### src/rtl/alu_op_sequencer.sv
// alu_op_sequencer: ALU command/response sequencer. Defining ALU_SEQ_CHAIN_EN adds cmd_chain, which feeds the last result back into operand A.
module alu_op_sequencer #(
  parameter int DATA_W = 4,
  parameter int OP_W   = 3,
  parameter int MAX_OP = 4,
  parameter int CNT_W  = 8
) (
  input  logic              clk,
  input  logic              rst_n,
  input  logic              cmd_valid,
  output logic              cmd_ready,
  input  logic [DATA_W-1:0] cmd_a,
  input  logic [DATA_W-1:0] cmd_b,
  input  logic [OP_W-1:0]   cmd_op,
`ifdef ALU_SEQ_CHAIN_EN
  input  logic              cmd_chain,
`endif
  output logic [DATA_W-1:0] alu_a,
  output logic [DATA_W-1:0] alu_b,
  output logic [OP_W-1:0]   alu_control,
  input  logic [DATA_W-1:0] alu_result,
  input  logic              alu_carry,
  input  logic              alu_zero,
  output logic              rsp_valid,
  input  logic              rsp_ready,
  output logic [DATA_W-1:0] rsp_result,
  output logic              rsp_carry,
  output logic              rsp_zero,
  output logic              rsp_err,
  output logic [CNT_W-1:0]  done_count
);
  typedef enum logic [1:0] {IDLE, ISSUE, RESP} state_t;
  state_t state, state_nxt;
  logic accept, bad_op;
  logic [DATA_W-1:0] a_src;
  assign accept = cmd_valid & cmd_ready;
  assign bad_op = cmd_op > OP_W'(MAX_OP);
`ifdef ALU_SEQ_CHAIN_EN
  // rsp_result is already 0 after reset or a rejected op, so it serves directly as the chain source
  assign a_src = cmd_chain ? rsp_result : cmd_a;
`else
  assign a_src = cmd_a;
`endif
  always_ff @(posedge clk or negedge rst_n)
    if (!rst_n) state <= IDLE;
    else state <= state_nxt;
  always_comb
    state_nxt = state == IDLE  ? (accept ? (bad_op ? RESP : ISSUE) : IDLE) :
                state == ISSUE ? RESP :
                rsp_ready      ? IDLE : RESP;
  always_comb begin
    cmd_ready = state == IDLE;
    rsp_valid = state == RESP;
  end
  always_ff @(posedge clk or negedge rst_n)
    if (!rst_n) begin
      alu_a       <= '0;
      alu_b       <= '0;
      alu_control <= '0;
      rsp_result  <= '0;
      rsp_carry   <= 1'b0;
      rsp_zero    <= 1'b0;
      rsp_err     <= 1'b0;
      done_count  <= '0;
    end else begin
      if (accept && !bad_op) begin
        alu_a       <= a_src;
        alu_b       <= cmd_b;
        alu_control <= cmd_op;
      end
      if (accept && bad_op) begin
        rsp_result <= '0;
        rsp_carry  <= 1'b0;
        rsp_zero   <= 1'b0;
        rsp_err    <= 1'b1;
      end else if (state == ISSUE) begin
        rsp_result <= alu_result;
        rsp_carry  <= alu_carry;
        rsp_zero   <= alu_zero;
        rsp_err    <= 1'b0;
      end
      if (rsp_valid && rsp_ready) done_count <= done_count + 1'b1;
    end
endmodule

### config.mk
export PLATFORM = sky130hd
export DESIGN_NAME = alu_op_sequencer
export DESIGN_NICKNAME = d
export VERILOG_FILES = /design/src/rtl/alu_op_sequencer.sv
export SDC_FILE = /design/constraint.sdc
export NUM_CORES = 1
export LEC_CHECK = 0
export CAP_MARGIN = 0
export CORE_MARGIN = 1.5
export CORE_UTILIZATION = 45
export CTS_CLUSTER_SIZE = 40
export DETAILED_ROUTE_END_ITERATION = 6
export GPL_TIMING_DRIVEN = 0
export MAX_ROUTING_LAYER = met4
export PLACE_DENSITY = 0.85
export REMOVE_ABC_BUFFERS = 1
export SLEW_MARGIN = 20
export SYNTH_ARGS = -nofsm -noshare
export SYNTH_HDL_FRONTEND = slang
export SYNTH_SLANG_ARGS = --single-unit
### constraint.sdc
create_clock -name clk -period 2.5 [get_ports clk]
set_input_delay 0.25 -clock clk [delete_from_list [all_inputs] [get_ports clk]]
set_output_delay 0.25 -clock clk [all_outputs]
set_load 0.05 [all_outputs]
# Word level (Yosys, flattened, before mapping)
# Index checks and enable logic that the tools add are counted.
dict set report word_totals {
  ff_bits 28
  inputBits 21
  out_inout_bits 28
  elab_cells 33
}
dict set report classes {
  n_addsub 1
  magnitude_cmp 1
  n_eq_ne 2
  mux 13
  n_bitwise 1
  n_reduce_logical 6
}
# cell count
set op_table {}
lappend op_table {{$mux W2} 5}
lappend op_table {{$add A8 B1 Y8 const B} 1}
lappend op_table {{$mux W4} 2}
lappend op_table {{$mux W1} 6}
lappend op_table {{$gt A3 B3 Y1 const B} 1}
lappend op_table {{$logic_and A1 B1 Y1} 3}
lappend op_table {{$eq A2 B1 Y1 const B} 1}
lappend op_table {{$eq A2 B2 Y1 const B} 1}
lappend op_table {{$logic_not A2 Y1} 1}
lappend op_table {{$reduce_bool A2 Y1} 1}
lappend op_table {{$and A1 B1 Y1} 1}
lappend op_table {{$logic_not A1 Y1} 1}

# Logic depth before layout (Yosys ltp)
# Gate-level depths: netlist (run 1).
dict set report depth {
  depth_word 4
  mapped_depth 4
  ltp_nobuf 4
}

# Worst setup path before layout (run 1)
# Ideal clock, no wire load.
dict set report synth_path {
  path_type {register to register}
  from {reg state[1]}
  to {reg alu_a[0]}
  t_arrival_ns 1.582
  required_ns 2.375
  setup_slack_ns 0.793
  path_stages_with_launch 5
  n_path_buf 0
  period_less_slack_ns 1.707
  cell_sequence {dfrtp_1 nor2_2 nand3_4 inv_8 mux2_4}
}
dict set report synth_via {
  elab_chain_len 3
}
# item line_no
set synth_lines {}
lappend synth_lines {{start, declared} 33} ;# state_t state, state_nxt;
lappend synth_lines {{start signal, assigned} 46} ;# else state <= state_nxt;
lappend synth_lines {{$logic_not A2 Y1} 52} ;# cmd_ready = state == IDLE;
lappend synth_lines {{net cmd_ready} 11} ;# output logic cmd_ready,
lappend synth_lines {{$and A1 B1 Y1} 36} ;# assign accept = cmd_valid & cmd_ready;
lappend synth_lines {{$logic_and A1 B1 Y1} 66} ;# if (accept && !bad_op) begin
lappend synth_lines {{end signal, assigned} 67} ;# alu_a <= a_src;
lappend synth_lines {{end, declared} 18} ;# output logic [DATA_W-1:0] alu_a,
# The timed path passes the listed nets, and every way through them passes these cells.
# A chain may end at the register's enable or synchronous reset.

# Worst setup path after layout (run 1)
dict set report layout_path {
  from {reg state[1]}
  to {out cmd_ready}
}
dict set report layout_via {
  elab_chain_len 1
}
# item line_no
set layout_lines {}
lappend layout_lines {{$logic_not A2 Y1} 52}
lappend layout_lines {{end, declared} 11}
# No other way between the ends.

==> results of run 1 <==
-- metrics by stage --
step / cell area, sq um / util [%] / worst slack (ns)
floorplan: 1210 / - / 0.793
global placement: 1730 / 68.5 / 0.784
detailed placement: 1720 / 68.3 / 0.770
CTS: 1790 / 70.8 / 0.381
global route: 1790 / 70.8 / 0.322
finish: 1790 / 70.8 / 0.397
-- flip-flops by register name, summed over array words and instances (netlist names) --
register / count
rsp_carry: 1
rsp_result: 4
alu_a: 4
rsp_err: 1
alu_b: 4
done_count: 8
state: 2
alu_control: 3
rsp_zero: 1
-- where the power goes --
part	total [uW]	switching (uW)	internal [uW]	leakage (uW)
clock	294	132	162	0.0000279
combinational	1590	990	604	0.000465
sequential	811	159	652	0.000347
total	2700	1280	1420	0.000840
-- layer usage --
metal	vias to the layer above	share of wire, %
li1	395	-
met1	411	42
met4	0	1.4
met3	3	6.5
met2	34	50
met5	-	0
-- Yosys cell counts, drive strengths merged, types with 2 or more instances --
| cell | number | area (sq um) |
|---|---|---|
| nor3 | 2 | 10.0 |
| mux2i | 6 | 60.1 |
| mux2 | 11 | 161 |
| nand3 | 4 | 32.5 |
| nor2 | 9 | 52.6 |
| dfrtp | 28 | 701 |
| xnor2 | 3 | 26.3 |
| xor2 | 4 | 35.0 |
-- critical path: stages, from the launching register on --
cell             delay, ns
dfrtp_1               0.48
nor2_2                0.21
clkdlybuf4s50_1       0.84
-- area by class of cell --
class | instances | share of cell area, %
Tap cell | 30 | 2.10
Clock inverter | 1 | 1.68
Sequential cell | 28 | 39.2
Inverter | 1 | 0.631
Timing Repair Buffer | 49 | 27.2
Multi-Input combinational cell | 53 | 27.9
Clock buffer | 3 | 1.26
-- kinds of logic after synthesis --
logic type               synth area share (%)
AO/OA/AOI/OAI                            3.08
XOR/XNOR                                 5.04
adder cells (fa/ha/maj)                  1.03
buffers and inverters                    1.54
flip-flops                               57.6
multiplexers                             18.2
AND/OR/NAND/NOR                          13.6
-- worst min-delay path by stage --
stage	endpoint	slack [ns]
global route	alu_b[3]	0.48
finish	alu_a[0]	0.43
detailed placement	alu_a[3]	0.30
CTS	alu_a[3]	0.45
floorplan	alu_a[0]	-0.05
global placement	rsp_err	0.46
-- timing repair --
| item | in CTS | in global routing |
|---|---|---|
| buffers inserted | 0 | 0 |
| hold buffers | 1 | 0 |
| endpoints found under the hold margin | 28 | 0 |
==> impl_metrics.ini, run 1 <==
[place]
dpl.hpwl_um = 1660
place_inst = 160
gp_congestion = 0.683
io_buffer_count = 48

[yosys]
ys_seq_area_share_pct = 57.6
ys_types = 28
synth_seq_cells = 28
avgSynthCellArea_sq_um = 14.7
syn_area_sq_um = 1220
synthFlopType = dfrtp_1
synth_edf_count = 0
ys_async_sr_fraction_pct = 100
yosys_warnings = 0
syn_inst = 83

[sta]
rsz0062_at_grt = false
tns_ns = 0
fin_crit_sh_pct = 84.1
slew_headroom_pct = 59.2
hold_violations = 0
min_period_ns = 2.10
worstMarginPinSlew_ns = 0.612
fin_skew_ns = 0.00215
fmax_mhz = 476
hold_slack_ns = 0.435
setup_viol = 0
finalMaxSlewViolations = 0

[global_routing]
grt_remaining_overflow = 0
antenna_found_initial = 0
grt_pass1_vias = 837
met2_usage_pct = 29.6
grt_use_total_pct = 17.9
grt_pass1_wl_um = 3660
grt-busiest-layer = met2
grt_max_degree = 29
use_met3_pct = 4.03
globalRouteMet1Util_pct = 21.1

[clock_tree]
clkLatencyLatePin_ns = 0.33
cts_resized = 0
clockBufferDepth = 2
cts_buffers = 3
clock_sinks = 28
cts-root-buf = clkbuf_4
clk_pin_slew_ns = 0.14
cts_tree = done
cts_max_level = 1

[route]
num_vias = 843
first_pass_iters = 3
drt-total-wl_um = 2280
drc_errors = 0
wl_per_cell_um = 13.8
drt_iter0_drc = 6
ant_nets = 0
via_per_inst = 5.11

[critical_path]
start_kind = flip-flop
critPathRequiredTime_ns = 2.25
cp.arrival_ns = 1.85
r2r_start = state[1]
cp-startpoint = state[1]
cp-endpoint = cmd_ready
worst_r2r_endpoint = alu_a[3]
endpoint_kind = output port
worst-r2r-cell-count = 4
path_max_fanout = 7
critPathKind = flip-flop to output port
ff2ff_setup_slack_ns = 1.13

[cells_and_area]
fillCellCount = 184
layout-drive-gt1-share_pct = 17.0
final_common_cell = clkdlybuf4s50_1
mostFrequentLayoutCells = 47 x clkdlybuf4s50_1, 28 x dfrtp_1, 10 x mux2_4
area_delta_synth_final_pct = 46.7
seq_area_sq_um = 701
fin_cells = 165
multi_input_area_sq_um = 498
layout.nets = 158
diodes = 0

[run]
maxCapViolations = 0

[power_and_ir_drop]
powerDensity_nw_per_um2 = 1510
vdd.ir_drop.worst_mv = 1.17
p_leak_uw = 0.000840
p_total_uw = 2700

[floorplan]
ioPinCount = 49
rows = 18
coreArea_sq_um = 2520
die_y_um = 55.0
start_util_pct = 48.3
die_w_um = 55.0
dieArea_sq_um = 3030

[outcome]
status = completed

[hold_path]
hold_path_class = input port to async pin
(Power assumes the default switching activity.)
==> run 2: changes to the inputs <==
--- a/config.mk
+++ b/config.mk
@@ -7,12 +7,12 @@
 export LEC_CHECK = 0
 export CAP_MARGIN = 0
 export CORE_MARGIN = 1.5
-export CORE_UTILIZATION = 45
+export CORE_UTILIZATION = 42
 export CTS_CLUSTER_SIZE = 40
 export DETAILED_ROUTE_END_ITERATION = 6
 export GPL_TIMING_DRIVEN = 0
 export MAX_ROUTING_LAYER = met4
-export PLACE_DENSITY = 0.85
+export PLACE_DENSITY = 0.8
 export REMOVE_ABC_BUFFERS = 1
 export SLEW_MARGIN = 20
 export SYNTH_ARGS = -nofsm -noshare
==> constraint.sdc (replaced) <==
create_clock -name clk -period 2.15 [get_ports clk]
set_input_delay 0.215 -clock clk [delete_from_list [all_inputs] [get_ports clk]]
set_output_delay 0.215 -clock clk [all_outputs]
set_load 0.05 [all_outputs]
==> run 2 against run 1 <==
  * Critical path type unchanged
  * Non-clock buffer count did not move
  * Global-route usage fell by 2.3 points
  * Flip-flop and latch count did not move
  * Worst setup slack got worse by 0.28 ns
  * Clock power fell by 16%
  * Cell count rose by 0.61%
  * Design area fell by 0.70%
  * Largest power group unchanged
  * Sequential power rose by 18%
  * Via count fell by 2.8%
==> impl_metrics.ini, run 2 (synthesized netlist as in run 1, its figures left out) <==
[outcome]
status = completed

[sta]
finalMaxSlewViolations = 0
worstMarginPinSlew_ns = 0.604
fin_skew_ns = 0.00129
fmax_mhz = 493
fin_crit_sh_pct = 94.4
hold_slack_ns = 0.422
setup_viol = 0
hold_violations = 0
min_period_ns = 2.03
slew_headroom_pct = 59.8
tns_ns = 0
rsz0062_at_grt = false

[clock_tree]
cts_tree = done
clk_pin_slew_ns = 0.14
cts_max_level = 1
cts_buffers = 3
clock_sinks = 28
postCtsSetupRepairBufs = 0
cts-root-buf = clkbuf_4
clkLatencyLatePin_ns = 0.31
clockBufferDepth = 2

[cells_and_area]
final_common_cell = clkdlybuf4s50_1
design_area_sq_um = 1770
fillCellCount = 224
layout.nets = 158
largest-register = done_count
fin_cells = 166
mostFrequentLayoutCells = 46 x clkdlybuf4s50_1, 28 x dfrtp_1, 10 x mux2_4
largest_reg_flops = 8
area_delta_synth_final_pct = 45.6
layout-drive-gt1-share_pct = 17.0
diodes = 0

[floorplan]
ioPinCount = 49
die_y_um = 56.8
dieArea_sq_um = 3230
coreArea_sq_um = 2760
start_util_pct = 44.1
rows = 19
die_w_um = 56.8

[power_and_ir_drop]
vdd.ir_drop.worst_mv = 1.29
p_leak_uw = 0.000843
powerDensity_nw_per_um2 = 1720

[global_routing]
grt_pass1_wl_um = 3800
grt_remaining_overflow = 0
grt_pass1_vias = 854
grt_max_degree = 29
grt_use_total_pct = 15.5
antenna_found_initial = 0

[critical_path]
crit_family = buffers and inverters
path_cells = and2b_1 > clkdlybuf4s50_1
endpoint_kind = output port
critPathRequiredTime_ns = 1.93
cp.arrival_ns = 1.81
r2r_start = state[1]
slowest_delay_ns = 0.81
cp-startpoint = state[0]
critPathSlowestCell = clkdlybuf4s50_1
start_kind = flip-flop
path_max_fanout = 6
critPathKind = flip-flop to output port
cp_num_buf_inv = 1

[run]
maxCapViolations = 0

[place]
gp_congestion = 0.731
post_dp_cell_area_sq_um = 1720
io_buffer_count = 48
dpl.hpwl_um = 1760
place_inst = 161

[route]
drt_iter0_drc = 19
wl_per_cell_um = 13.6
ant_nets = 0
num_vias = 819
drt-total-wl_um = 2260
drc_errors = 0
via_per_inst = 4.93
first_pass_iters = 3

[hold_path]
hold_path_class = input port to async pin
==> run 2: changes by cell type in the layout (fill, tap and decap cells not counted) <==
cell | previous run | this run
clkdlybuf4s50_1 | 47 | 46
dlymetal6s2s_1 | 0 | 1
bufinv_16 | 1 | 0
clkbuf_8 | 0 | 1
==> run 2: power breakdown <==
| part | leakage, uW | total [uW] | internal, uW | switching [uW] |
|---|---|---|---|---|
| Sequential | 0.000347 | 954 | 759 | 195 |
| Combinational | 0.000475 | 1850 | 700 | 1150 |
| Clock | 0.0000210 | 248 | 103 | 144 |
==> run 2: worst register-to-register path: stages (launching register included) <==
cell and delay [ns]:
dfrtp_1 0.48, nor2_2 0.21, nand3_4 0.15, inv_8 0.13
mux2_4 0.30
==> run 2: metal layers <==
| metal | share of wire (%) | up-vias | wire, um | global-route usage, % |
|---|---|---|---|---|
| li1 | - | 390 | - | - |
| met1 | 42 | 398 | 957 | 18.7 |
| met2 | 52 | 29 | 1170 | 26.9 |
| met3 | 5.6 | 2 | 127 | 3.00 |
| met4 | 0.53 | 0 | 12 | 3.99 |
| met5 | 0 | - | 0 | - |
==> run 2: stage by stage <==
stage	util, %	worst slack, ns	power (uW)
after detailed placement	62.5	0.448	2820
after global routing	64.3	0.0499	3190
final	64.3	0.121	3050
after floorplan	-	0.443	2190
after CTS	64.2	0.0644	3080
after global placement	62.7	0.464	2790
==> run 2: area by class of cell <==
type	count	area, sq um	area share (%)
timing repair buffer	49	488	27.5
inverter	1	11.3	0.635
tap	31	38.8	2.19
clock buffer	4	36.3	2.05
sequential	28	701	39.5
multi-input combinational	53	498	28.1
==> run 2: final timing paths <==
path	endpoint	slack (ns)	cells past startpoint
max	rsp_valid	0.12	2
min	alu_a[2]	0.42	2
max reg2reg	alu_b[2]	0.78	4
min reg2reg	done_count[7]	0.48	1
max in group asynchronous	rsp_result[0]	1.34	2
min in group clk	done_count[7]	0.48	1
==> run 2: repair_timing <==
action,CTS,global route
hold endpoints to repair,28,0
hold buffers,1,0
gates resized for setup,0,1
endpoints found under the setup margin,0,1
==> run 3: changes to the inputs <==
--- a/config.mk
+++ b/config.mk
@@ -7,12 +7,13 @@
 export LEC_CHECK = 0
 export CAP_MARGIN = 0
 export CORE_MARGIN = 1.5
-export CORE_UTILIZATION = 42
+export CORE_UTILIZATION = 45
+export CTS_CLUSTER_DIAMETER = 200
 export CTS_CLUSTER_SIZE = 40
 export DETAILED_ROUTE_END_ITERATION = 6
 export GPL_TIMING_DRIVEN = 0
 export MAX_ROUTING_LAYER = met4
-export PLACE_DENSITY = 0.8
+export PLACE_DENSITY = 0.85
 export REMOVE_ABC_BUFFERS = 1
 export SLEW_MARGIN = 20
 export SYNTH_ARGS = -nofsm -noshare
==> constraint.sdc (replaced) <==
create_clock -name clk -period 2.4 [get_ports clk]
set_input_delay 0.24 -clock clk [delete_from_list [all_inputs] [get_ports clk]]
set_output_delay 0.24 -clock clk [all_outputs]
set_load 0.05 [all_outputs]
==> results of run 3 <==
The final DEF is identical to that of run 1. Status: completed.
Main changes from that run: setup slack after placement 0.770 ns -> 0.680 ns; setup slack after layout 0.397 ns -> 0.307 ns; hold slack 0.435 ns -> 0.425 ns; register-to-register setup slack 1.13 ns -> 1.03 ns; total power 2700 uW -> 2810 uW; worst IR drop on VDD 1.17 mV -> 1.22 mV
==> patch 1 (config.mk and constraints of run 2) <==
Add a define of `ALU_SEQ_CHAIN_EN`.
--- a/src/rtl/alu_op_sequencer.sv
+++ b/src/rtl/alu_op_sequencer.sv
@@ -1,3 +1,5 @@
 // alu_op_sequencer: ALU command/response sequencer. Defining ALU_SEQ_CHAIN_EN adds cmd_chain, which feeds the last result back into operand A.
+`define ALU_SEQ_CHAIN_EN
+
 module alu_op_sequencer #(
   parameter int DATA_W = 4,
Ports: changed (added cmd_chain); port bits go from 49 to 50. The function was not compared with the original's and may differ.
==> patch 1 against run 2 <==
Synthesized area grew 0.10%; total power grew 1.5%; count of clock-buffer cells in the layout is 1 lower; wire length up 13%; sequential cell count unchanged; clock skew grew 0.0088 ns; setup slack got worse by 0.027 ns; cell area is 1.4% higher; non-clock buffer count increased by 1; sequential share of layout area down 0.55 points; first-iteration DRC count decreased by 53%; highest routed layer is now met3.
==> patch 1: results (changes against run 2) <==
- Layout cells sized above 1: 0.183 (was 0.170)
- PortBufs: 49 (was 48)
- Peak supply drop: 1.05 mV (was 1.29 mV)
- Post-DP HPWL: 1970 um (was 1760 um)
- Routed len/inst: 14.8 um (was 13.6 um)
- Gr usage total: 0.175 (was 0.155)
- Status: completed (unchanged)
- Placer Congestion: 0.774 (was 0.731)
- Setup slack, reg-to-reg: 0.70 ns (was 0.78 ns)
- Max reg flops: 8 (unchanged)
- Clock Latency Late Sink: 0.33 ns (was 0.31 ns)
- Via density per instance: 4.98 (was 4.93)
- Worst Tran Pin Value: 0.624 ns (was 0.604 ns)
- DRT Pass-1 Iters: 3 (unchanged)
- Largest net degree at the start of global routing: 29 (unchanged)
- Commonest cells post-synth: dfrtp_1 (28), mux2_2 (13), nor2_1 (8) (was dfrtp_1 (28), mux2_4 (10), nor2_1 (7))
- Post-CTS setup buffer count: 0 (unchanged)
- Pleak: 0.827 nW (was 0.843 nW)
- Clock skew: 0.0101 ns (was 0.00129 ns)
- Final WL: 2560 um (was 2260 um)
- First-pass GRT wire length: 4260 um (was 3800 um)
- Asr flop ratio synth: 1.00 (unchanged)
- WP data arrival: 1.84 ns (was 1.81 ns)
- Fill count: 234 (was 224)
- Vias in the first global route: 937 (was 854)
- Reg2reg start: state[1] (unchanged)
- Synth top area cells: dfrtp_1 (57%), mux2_2 (12%), mux2i_1 (4.9%), xor2_1 (3.6%), nor2_1 (2.5%) (was dfrtp_1 (58%), mux2_4 (12%), mux2i_1 (4.9%), xor2_1 (2.9%), nor2_1 (2.2%))
- Clk pin slew, worst setup/hold paths: 0.16 ns (was 0.14 ns)
- R2r endpoint: alu_a[2] (was alu_b[2])
- Part of the Yosys area used for sequential elements: 0.575 (was 0.576)
- Post-Place Cells: 168 (was 161)
- Worst-path maximum fanout: 6 (unchanged)
- DR iter-0 viols: 9 (was 19)
- Syn avg cell area: 13.7 um2 (was 14.7 um2)
-- patch 1: routing by layer --
metal / GRT usage / wire [um] / up-vias
li1: - / - / 410
met1: 0.203 / 1100 / 422
met2: 0.316 / 1320 / 30
met3: 0.0346 / 138 / 0
met4: 0.0299 / 0 / 0
met5: - / 0 / -
-- patch 1: where the power goes --
| group | switching, W | total (W) | internal, W |
|---|---|---|---|
| clock | 0.000158 | 0.000346 | 0.000189 |
| combinational | 0.00115 | 0.00181 | 0.000655 |
| sequential | 0.000188 | 0.000943 | 0.000755 |
| total | 0.00150 | 0.00310 | 0.00160 |
-- patch 1: through the flow --
stage / cell area [um2] / power [W] / setup WS, ns / hold WS [ns]
after floorplan: 1210 / 0.00213 / 0.406 / -0.0806
after global placement: 1740 / 0.00272 / 0.440 / 0.456
after detailed placement: 1740 / 0.00277 / 0.425 / 0.271
after CTS: 1800 / 0.00313 / 0.0631 / 0.433
after global routing: 1800 / 0.00323 / 0.00414 / 0.473
final: 1800 / 0.00310 / 0.0941 / 0.427
-- patch 1: cells by family after synthesis --
family	synth area share
XOR/XNOR	0.0503
multiplexers	0.188
adder cells (fa/ha/maj)	0.0103
AO/OA/AOI/OAI	0.0246
AND/OR/NAND/NOR	0.138
buffers and inverters	0.0144
flip-flops	0.575
-- patch 1: how the worst max path moves through the flow --
stage / startpoint / to / slack, ns / depth (start not counted)
floorplan: state[1] / alu_b[0] / 0.41 / 4
global placement: rst_n / alu_b[0] / 0.44 / 1
detailed placement: cmd_op[1] / alu_a[2] / 0.42 / 5
global route: state[1] / rsp_valid / 0.004 / 2
CTS: state[1] / cmd_ready / 0.06 / 2
finish: state[1] / rsp_valid / 0.09 / 2
-- patch 1: what timing repair did --
item	in CTS	in global routing
hold endpoints to repair	28	0
gates resized for setup	0	0
hold buffers	1	0
-- patch 1: critical path, stage by stage, from the launching register on --
cell             delay [ns]
dfrtp_1                0.50
nor2b_1                0.19
clkdlybuf4s50_1        0.82
-- patch 1: layout make-up --
class / instances / area, um2 / share of cell area
inverters: 2 / 10.0 / 0.00557
repair buffers: 50 / 495 / 0.276
well taps: 31 / 38.8 / 0.0216
multi-input cells: 58 / 500 / 0.278
clock inverters: 1 / 30.0 / 0.0167
flip-flops and latches: 28 / 701 / 0.390
clock buffers: 3 / 22.5 / 0.0125
==> patch 2 (flow settings as in run 2) <==
Made on the original files. The 3 states of `state_t` get a one-hot encoding in 3 bits.
--- a/src/rtl/alu_op_sequencer.sv
+++ b/src/rtl/alu_op_sequencer.sv
@@ -30,5 +30,5 @@
   output logic [CNT_W-1:0]  done_count
 );
-  typedef enum logic [1:0] {IDLE, ISSUE, RESP} state_t;
+  typedef enum logic [2:0] {IDLE = 3'b001, ISSUE = 3'b010, RESP = 3'b100} state_t;
   state_t state, state_nxt;
   logic accept, bad_op;
Check against the original RTL: no difference found for any inputs over 10 cycles, from zero or initial values and one cycle with rst_n low; not proved beyond that.
==> patch 2 against run 2 <==
Fmax is 0.97% higher; total power is 7.6% lower; largest power group unchanged; clock skew is 0.0087 ns higher; wire length is 4.7% higher; synthesized area is 1.2% higher; sequential cell count is 1 higher; synthesized cell count is 6.0% higher; cell area is 1.3% higher; largest cell class unchanged; non-clock buffer count stayed put; setup slack better by 0.020 ns; sequential share of layout area is 0.97 points higher; clock power is 23% higher.
==> patch 2: results (changes against run 2) <==
- Status: completed (unchanged)
- Fill count: 225 (was 224)
- CP max stage cell: dfstp_2 (was clkdlybuf4s50_1)
- Gr usage total: 0.176 (was 0.155)
- Relative slew margins: 0.575 (was 0.598)
- WP data arrival: 1.79 ns (was 1.81 ns)
- CTS Root Cell: clkbuf_4 (unchanged)
- Initial antenna violation count: 0 (unchanged)
- Post-DP HPWL: 1800 um (was 1760 um)
- Clock buffer depth: 2 (unchanged)
- Commonest cells post-synth: dfrtp_1 (28), mux2_2 (10), nand2_1 (7), nor2_1 (7), mux2i_1 (6) (was dfrtp_1 (28), mux2_4 (10), nor2_1 (7))
- Nets: 165 (was 158)
- CP max stage delay: 0.58 ns (was 0.81 ns)
- Layout cells sized above 1: 0.174 (was 0.170)
- Reg2reg path depth: 4 (unchanged)
- Routed len/inst: 13.5 um (was 13.6 um)
- DRT Pass-1 Iters: 3 (unchanged)
- Clk pin slew, worst setup/hold paths: 0.09 ns (was 0.14 ns)
- Placer Congestion: 0.741 (was 0.731)
- R2r endpoint: alu_b[0] (was alu_b[2])
- Pleak: 0.812 nW (was 0.843 nW)
- Synth top area cells: dfrtp_1 (57%), mux2_2 (9.1%), mux2i_1 (4.9%), xnor2_1 (2.8%), nand4bb_4 (2.2%) (was dfrtp_1 (58%), mux2_4 (12%), mux2i_1 (4.9%), xor2_1 (2.9%), nor2_1 (2.2%))
- Via density per instance: 5.05 (was 4.93)
- Largest net degree at the start of global routing: 30 (was 29)
- Antenna cell count: 0 (unchanged)
- H-tree depth: 2 (was 1)
- Crit path max-delay family: flip-flops (was buffers and inverters)
- Top reg by flops: done_count (unchanged)
- Setup slack, reg-to-reg: 0.51 ns (was 0.78 ns)
- Clock Latency Late Sink: 0.33 ns (was 0.31 ns)
- Clock skew: 0.0100 ns (was 0.00129 ns)
- DR iter-0 viols: 6 (was 19)
- Reg2reg start: state[0] (was state[1])
- First-pass GRT wire length: 4200 um (was 3800 um)
- CTS buffer count: 5 (was 3)
- Asr flop ratio synth: 1.00 (unchanged)
- Peak supply drop: 1.09 mV (was 1.29 mV)
- Min-delay worst type: input port to async pin (unchanged)
- Vias in the first global route: 939 (was 854)
- Part of the Yosys area used for sequential elements: 0.590 (was 0.576)
==> patch 2: cell types whose count changed after synthesis, sizes merged, moves of 2 or more <==
cell	before	now
nand2	1	7
nand3	4	2
nand4bb	0	2
nor2	9	7
nor3b	0	2
==> patch 2: power by group <==
| group | leakage (nW) | internal (W) | switching, W |
|---|---|---|---|
| Sequential | 0.364 | 0.000767 | 0.000162 |
| Combinational | 0.421 | 0.000575 | 0.00101 |
| Clock | 0.0265 | 0.000130 | 0.000175 |
==> patch 2: kinds of logic (layout without fill, tap and decap cells) <==
kind of cell	count (synthesis)	after routing	share of synthesized area
AND/OR/NAND/NOR	28	28	0.164
XOR/XNOR	7	7	0.0497
multiplexers	16	16	0.140
flip-flops	29	29	0.590
AO/OA/AOI/OAI	5	5	0.0294
buffers and inverters	2	58	0.0162
adder cells (fa/ha/maj)	1	1	0.0102
==> patch 2: worst max path at each step <==
stage | startpoint | endpoint | slack, ns
final | state[0] | cmd_ready | 0.14
after global routing | state[0] | cmd_ready | 0.05
after floorplan | state[0] | alu_a[0] | 0.24
after global placement | state[0] | cmd_ready | 0.20
after CTS | state[2] | rsp_valid | 0.02
after detailed placement | state[0] | cmd_ready | 0.18
==> patch 2: routing by layer <==
metal  vias to the layer above  track usage  wire, um
li1                        416            -         -
met1                       433        0.207       992
met2                        32        0.278      1170
met3                         3       0.0748       176
met4                         0       0.0498        31
met5                         -            -         0
==> patch 2: repair_timing <==
item / 4_1_cts / 5_1_grt
endpoints found under the hold margin: 28 / 0
hold buffers: 1 / 0
endpoints found under the setup margin: 1 / 1
resized for setup: 1 / 1
==> patch 2: stage by stage <==
step | cell area (um2) | setup WS, ns | instances | hold WS, ns
floorplan | 1220 | 0.239 | 87 | -0.0806
global placement | 1740 | 0.202 | 166 | 0.457
detailed placement | 1740 | 0.181 | 166 | 0.277
CTS | 1790 | 0.0159 | 175 | 0.451
global route | 1800 | 0.0483 | 175 | 0.474
finish | 1800 | 0.141 | 175 | 0.439
==> patch 2: cell type report <==
cell class,instances,area [um2],area share
flip-flops and latches,29,727,0.405
repair buffers,49,487,0.271
multi-input cells,57,485,0.270
clock buffers,8,48.8,0.0272
well taps,31,38.8,0.0216
inverters,1,8.76,0.00488
